$ cat src/rtl/pipe_tx_gen_ctrl.sv
// Slices 64-byte TX buffer words into gen-dependent PIPE beats (16/32/64 bytes) with byte-valid masks.
// Optional TX_BEAT_CNT_EN adds a 16-bit completed-beat counter output beat_cnt.
module pipe_tx_gen_ctrl #(
    parameter int GEN1_PIPEWIDTH = 8,
    parameter int GEN2_PIPEWIDTH = 16,
    parameter int GEN3_PIPEWIDTH = 32,
    parameter int GEN4_PIPEWIDTH = 8,
    parameter int GEN5_PIPEWIDTH = 8
) (
    input  logic         clk,
    input  logic         rst,
    input  logic         linkup,
    input  logic [2:0]   gen,
    input  logic         buf_empty,
    output logic         buf_rd_en,
    input  logic [511:0] buf_rd_data,
    input  logic [63:0]  buf_rd_mask,
    input  logic         tx_ready,
    output logic [511:0] tx_data,
    output logic [63:0]  tx_valid,
    output logic         busy,
    output logic         gen_err
`ifdef TX_BEAT_CNT_EN
    ,
    output logic [15:0]  beat_cnt
`endif
);

    typedef enum logic [1:0] {IDLE, WAIT, SEND} state_e;

    state_e         state_q, state_d;
    logic [511:0]   word_q, word_d;
    logic [63:0]    mask_q, mask_d;
    logic [1:0]     beat_q, beat_d;
    logic [2:0]     gen_q, gen_d;
    logic           gen_err_q;
    logic           rd_en;

    logic [6:0]     nbytes, off, off_next;
    logic [63:0]    byte_keep, mask_sh, next_sh;
    logic [511:0]   data_keep, word_sh;
    logic           can_rd, last_beat, next_empty, send;

    // Beat size in bytes is 16 lanes * W/8 = 2*W.
    function automatic logic [6:0] beat_bytes(input logic [2:0] g);
        case (g)
            3'd0:    return 7'(2 * GEN1_PIPEWIDTH);
            3'd1:    return 7'(2 * GEN2_PIPEWIDTH);
            3'd2:    return 7'(2 * GEN3_PIPEWIDTH);
            3'd3:    return 7'(2 * GEN4_PIPEWIDTH);
            3'd4:    return 7'(2 * GEN5_PIPEWIDTH);
            default: return 7'd16;
        endcase
    endfunction

    assign nbytes   = beat_bytes(gen_q);
    assign off      = 7'(beat_q) * nbytes;
    assign off_next = off + nbytes;

    for (genvar b = 0; b < 64; b++) begin : g_keep
        assign byte_keep[b]       = (7'(b) < nbytes);
        assign data_keep[8*b +: 8] = {8{byte_keep[b]}};
    end

    assign word_sh    = word_q >> {off, 3'b000};
    assign mask_sh    = mask_q >> off;
    assign next_sh    = mask_q >> off_next;
    assign last_beat  = (off_next >= 7'd64);
    assign next_empty = ((next_sh & byte_keep) == '0);
    assign can_rd     = linkup & ~buf_empty & (gen <= 3'd4);
    assign send       = (state_q == SEND);

    always_comb begin
        state_d = state_q;
        word_d  = word_q;
        mask_d  = mask_q;
        beat_d  = beat_q;
        gen_d   = gen_q;
        rd_en   = 1'b0;
        if (!linkup) begin
            state_d = IDLE;
        end else begin
            case (state_q)
                IDLE: if (can_rd) begin
                    rd_en   = 1'b1;
                    gen_d   = gen;
                    state_d = WAIT;
                end
                WAIT: begin
                    word_d  = buf_rd_data;
                    mask_d  = buf_rd_mask;
                    beat_d  = 2'd0;
                    state_d = (buf_rd_mask == '0) ? IDLE : SEND;
                end
                SEND: if (tx_ready) begin
                    if (last_beat || next_empty) begin
                        // Back-to-back words: next read overlaps the final beat.
                        if (can_rd) begin
                            rd_en   = 1'b1;
                            gen_d   = gen;
                            state_d = WAIT;
                        end else begin
                            state_d = IDLE;
                        end
                    end else begin
                        beat_d = beat_q + 2'd1;
                    end
                end
                default: state_d = IDLE;
            endcase
        end
    end

    always_ff @(posedge clk or posedge rst) begin
        if (rst) begin
            state_q   <= IDLE;
            word_q    <= '0;
            mask_q    <= '0;
            beat_q    <= '0;
            gen_q     <= '0;
            gen_err_q <= 1'b0;
        end else begin
            state_q   <= state_d;
            word_q    <= word_d;
            mask_q    <= mask_d;
            beat_q    <= beat_d;
            gen_q     <= gen_d;
            gen_err_q <= (gen > 3'd4);
        end
    end

    assign buf_rd_en = rd_en & ~rst;
    assign tx_data   = send ? (word_sh & data_keep) : '0;
    assign tx_valid  = (send && linkup) ? (mask_sh & byte_keep) : '0;
    assign busy      = (state_q != IDLE);
    assign gen_err   = gen_err_q;

`ifdef TX_BEAT_CNT_EN
    logic [15:0] beat_cnt_q, beat_cnt_d;

    always_comb begin
        beat_cnt_d = beat_cnt_q;
        if (!linkup)
            beat_cnt_d = '0;
        else if (send && tx_ready)
            beat_cnt_d = beat_cnt_q + 16'd1;
    end

    always_ff @(posedge clk or posedge rst) begin
        if (rst) beat_cnt_q <= '0;
        else     beat_cnt_q <= beat_cnt_d;
    end

    assign beat_cnt = beat_cnt_q;
`endif

endmodule
$ cat config.mk
export PLATFORM = sky130hd
export DESIGN_NAME = pipe_tx_gen_ctrl
export DESIGN_NICKNAME = d
export VERILOG_FILES = /design/src/rtl/pipe_tx_gen_ctrl.sv
export SDC_FILE = /design/constraint.sdc
export NUM_CORES = 2
export LEC_CHECK = 0
export ABC_AREA = 1
export CAP_MARGIN = 20
export CELL_PAD_IN_SITES_DETAIL_PLACEMENT = 1
export CELL_PAD_IN_SITES_GLOBAL_PLACEMENT = 2
export CORE_AREA = 2 2 452 454
export CTS_CLUSTER_DIAMETER = 200
export CTS_CLUSTER_SIZE = 20
export DETAILED_ROUTE_END_ITERATION = 10
export DIE_AREA = 0 0 454 456
export PLACE_DENSITY_LB_ADDON = 0.1
export SYNTH_ARGS = -nofsm -noshare
export SYNTH_HDL_FRONTEND = slang
export SYNTH_SLANG_ARGS = --single-unit
$ cat constraint.sdc
create_clock -name clk -period 25.5 [get_ports clk]
set_clock_uncertainty 0.05 [all_clocks]
set_input_delay 3.825 -clock clk [delete_from_list [all_inputs] [get_ports clk]]
set_output_delay 3.825 -clock clk [all_outputs]
set_load 0.1 [all_outputs]
==> flow_metrics.py <==
metrics = {
    "timing": {
        "hold_viol_final": 0,
        "rsz0062_at_grt": "no",
        "setup_viol": 0,
        "timing.hold.ws_ps": 431,
        "tightest_slew_ps": 1410,
        "fmax_mhz": 93.8,
        "setup_tns_ps": 0,
        "timing.final.crit_share_pct": 41.8,
        "slew_headroom_pct": 5.13,
        "period_needed_ps": 10670,
        "slew_viol_final": 0,
    },
    "min_path": {
        "hold_depth": 2,
        "hold_path.class": "flip-flop to flip-flop",
        "hold_start": "word_q[118]",
        "min_to": "word_q[118]",
    },
    "worst_setup_path": {
        "endpoint_kind": "primary output",
        "timing.rr.start": "gen_q[0]",
        "crit_required_ps": 21620,
        "reg2reg_to": "gen_q[2]",
        "rr_worst_depth": 15,
        "arrival_ps": 6790,
        "start_kind": "primary input",
        "critPathMaxFanout": 16,
        "crit_path_start": "linkup",
        "crit_type": "primary input to primary output",
        "reg2reg_setup_slack_ps": 21410,
    },
    "drt": {
        "wl_met2_mm": 124,
        "remaining_drc_errors": 0,
        "vias": 36900,
        "first_pass_iters": 7,
        "vias_per_cell": 4.58,
        "route.met3.wl_mm": 18.4,
        "drtAntennaViolNets": 0,
        "wl_met1_mm": 132,
        "route.top_layer_used": "met5",
        "drt_iter0_markers": 2890,
        "wirelength_mm": 281,
        "routedWlPerCell_um": 34.9,
    },
    "synth": {
        "synth.net_count": 5020,
        "netlist_instances": 4434,
        "syn_avg_cell_area_sq_um": 7.50,
        "ys_seq_elements": 584,
        "yosysSeqAreaShare_pct": 43.9,
        "syn_area_sq_um": 33300,
        "synthDistinctLibCells": 36,
        "yosysWarnings": 0,
    },
    "global_routing": {
        "grt.total_usage_pct": 26.2,
        "grt_max_degree": 168,
        "overflow": 0,
        "antenna_found_initial": 149,
        "grt_pass1_wl_mm": 366,
        "grt_pass1_vias": 36600,
    },
    "finish": {
        "fin_nets": 5945,
        "syn_to_final_growth_pct": 45.3,
        "drive_gt1_share_pct": 9.22,
        "fillers": 23900,
    },
    "pwr": {
        "combPwrFrac_pct": 40.6,
        "vdd_drop_max_mv": 0.0417,
        "swShare_pct": 49.6,
        "p_int_uw": 1840,
        "seqPwrFrac_pct": 40.8,
        "clockPowerShare_pct": 18.6,
        "p_sw_uw": 1810,
        "p_leak_uw": 0.0203,
        "pwr_density_cell_nw_per_um2": 75.4,
    },
    "placed_design": {
        "dpl.hpwl_mm": 219,
        "io_buffers": 1162,
        "place_congestion": 0.907,
    },
    "clock_network": {
        "cts_setup_buffers": 0,
        "clock_sinks": 584,
        "h-tree-depth": 2,
        "ctsResizeCount": 0,
        "clkLatencyLatePin_ps": 640,
        "clk_pin_slew_ps": 110,
        "cts-buffers-inserted": 35,
        "tritoncts": "built",
        "hold_buffers": 0,
        "clockRootBuffer": "clkbuf_16",
        "clock_path_buffers": 3,
    },
    "floorplanning": {
        "std_cell_rows": 165,
        "start_util_pct": 16.5,
        "coreArea_sq_um": 202000,
        "die_x_um": 454,
        "dieArea_sq_um": 207000,
        "pin_count": 1163,
        "die_h_um": 456,
    },
    "outcome": {
        "outcome": "finished clean",
    },
    "run": {
        "maxCapViolations": 0,
    },
}
## worst max-delay path: stages
cell,delay (ps)
clkdlybuf4s50_1,620
nand2_1,570
a221oi_1,500
clkdlybuf4s50_1,1240
## sequential cells by signal, indices dropped and copies added (netlist names)
| signal | cells |
|---|---|
| word_q | 512 |
| mask_q | 64 |
| gen_q | 3 |
| beat_q | 2 |
| state_q | 2 |
| gen_err | 1 |
## cell type report
| type | count | area (sq um) | share of cell area, % |
|---|---|---|---|
| Clock inverter | 1 | 16.3 | 0.0337 |
| Tap cell | 2672 | 3340 | 6.92 |
| Multi-Input combinational cell | 3291 | 16200 | 33.6 |
| Sequential cell | 584 | 14600 | 30.2 |
| Clock buffer | 37 | 926 | 1.92 |
| Antenna cell | 28 | 70.1 | 0.145 |
| Inverter | 188 | 738 | 1.53 |
| Timing Repair Buffer | 1259 | 12400 | 25.6 |
## per-stage QoR
| stage | power, uW | cell area, sq um | utilization, % | setup slack [ps] | std cells |
|---|---|---|---|---|---|
| after floorplan | 2170 | 33300 | - | 5280 | 4434 |
| after global placement | 2950 | 47000 | 23.3 | 14970 | 7972 |
| after detailed placement | 2970 | 47300 | 23.4 | 14880 | 7989 |
| after CTS | 3680 | 48200 | 23.9 | 14860 | 8027 |
| after global routing | 3840 | 48300 | 23.9 | 14710 | 8049 |
| final | 3650 | 48300 | 24.0 | 14830 | 8060 |
## kinds of logic (layout without fill, tap and decap cells)
family / Yosys count / count (layout) / share of synthesized area, %
compound gates: 966 / 966 / 21.3
xor+xnor: 2 / 2 / 0.0527
simple gates: 2304 / 2304 / 26.7
other cells: 0 / 28 / 0
flops: 584 / 584 / 43.9
fa+ha+maj: 2 / 2 / 0.0978
mux: 17 / 17 / 0.511
buf+inv: 559 / 1485 / 7.39
## cells in the mapped netlist (all sizes together)
| master | count | area share, % |
|---|---|---|
| nand4 | 13 | 0.24 |
| o22ai | 1 | 0.038 |
| inv | 187 | 2.1 |
| buf | 179 | 3.1 |
| nor4 | 6 | 0.11 |
| dfrtp | 584 | 44 |
| nand3 | 21 | 0.35 |
| clkbuf | 192 | 2.2 |
| a221oi | 196 | 7.6 |
| nand3b | 1 | 0.023 |
| fa | 1 | 0.060 |
| or3 | 1 | 0.019 |
| nor3 | 95 | 1.4 |
| xnor2 | 1 | 0.026 |
| nand2 | 1912 | 22 |
| a21oi | 379 | 5.7 |
| clkinv | 1 | 0.011 |
| xor2 | 1 | 0.026 |
| ha | 1 | 0.038 |
| nor2 | 255 | 3.0 |
| o21a | 1 | 0.023 |
| mux2i | 17 | 0.51 |
| a211oi | 91 | 3.4 |
| o21ai | 298 | 4.5 |
## layout by cell type (no fill, tap or decap), drive strengths merged, types with 6 or more instances in the layout
master,Yosys,layout
a211oi,91,91
a21oi,379,379
a221oi,196,196
buf,179,211
clkbuf,192,40
clkdlybuf4s50,0,1045
dfrtp,584,584
diode,0,28
inv,187,189
mux2i,17,17
nand2,1912,1912
nand3,21,21
nand4,13,13
nor2,255,255
nor3,95,95
nor4,6,6
o21ai,298,298
## per-layer routing
layer	global-route usage, %	vias up
li1	-	16400
met2	39.9	1245
met4	6.43	66
met5	0	-
met3	6.24	348
met1	36.8	18900
## worst max path at each step
stage / end / slack [ps] / cells after the start
after floorplan: beat_q[0] / 5280 / 1
after global routing: tx_data[19] / 14710 / 11
after CTS: tx_valid[12] / 14860 / 4
after detailed placement: tx_valid[12] / 14880 / 4
after global placement: tx_valid[1] / 14970 / 4
final: tx_valid[12] / 14830 / 4
## power groups by stage
stage	Sequential [uW]	Combinational (uW)	Clock [uW]
6_report	1490	1480	678
5_1_grt	1520	1590	730
4_1_cts	1480	1480	718
3_5_place_dp	1500	1470	0
3_3_place_gp	1500	1450	0
2_1_floorplan	1360	811	0
Note: power is estimated with default switching activity, not from simulation.
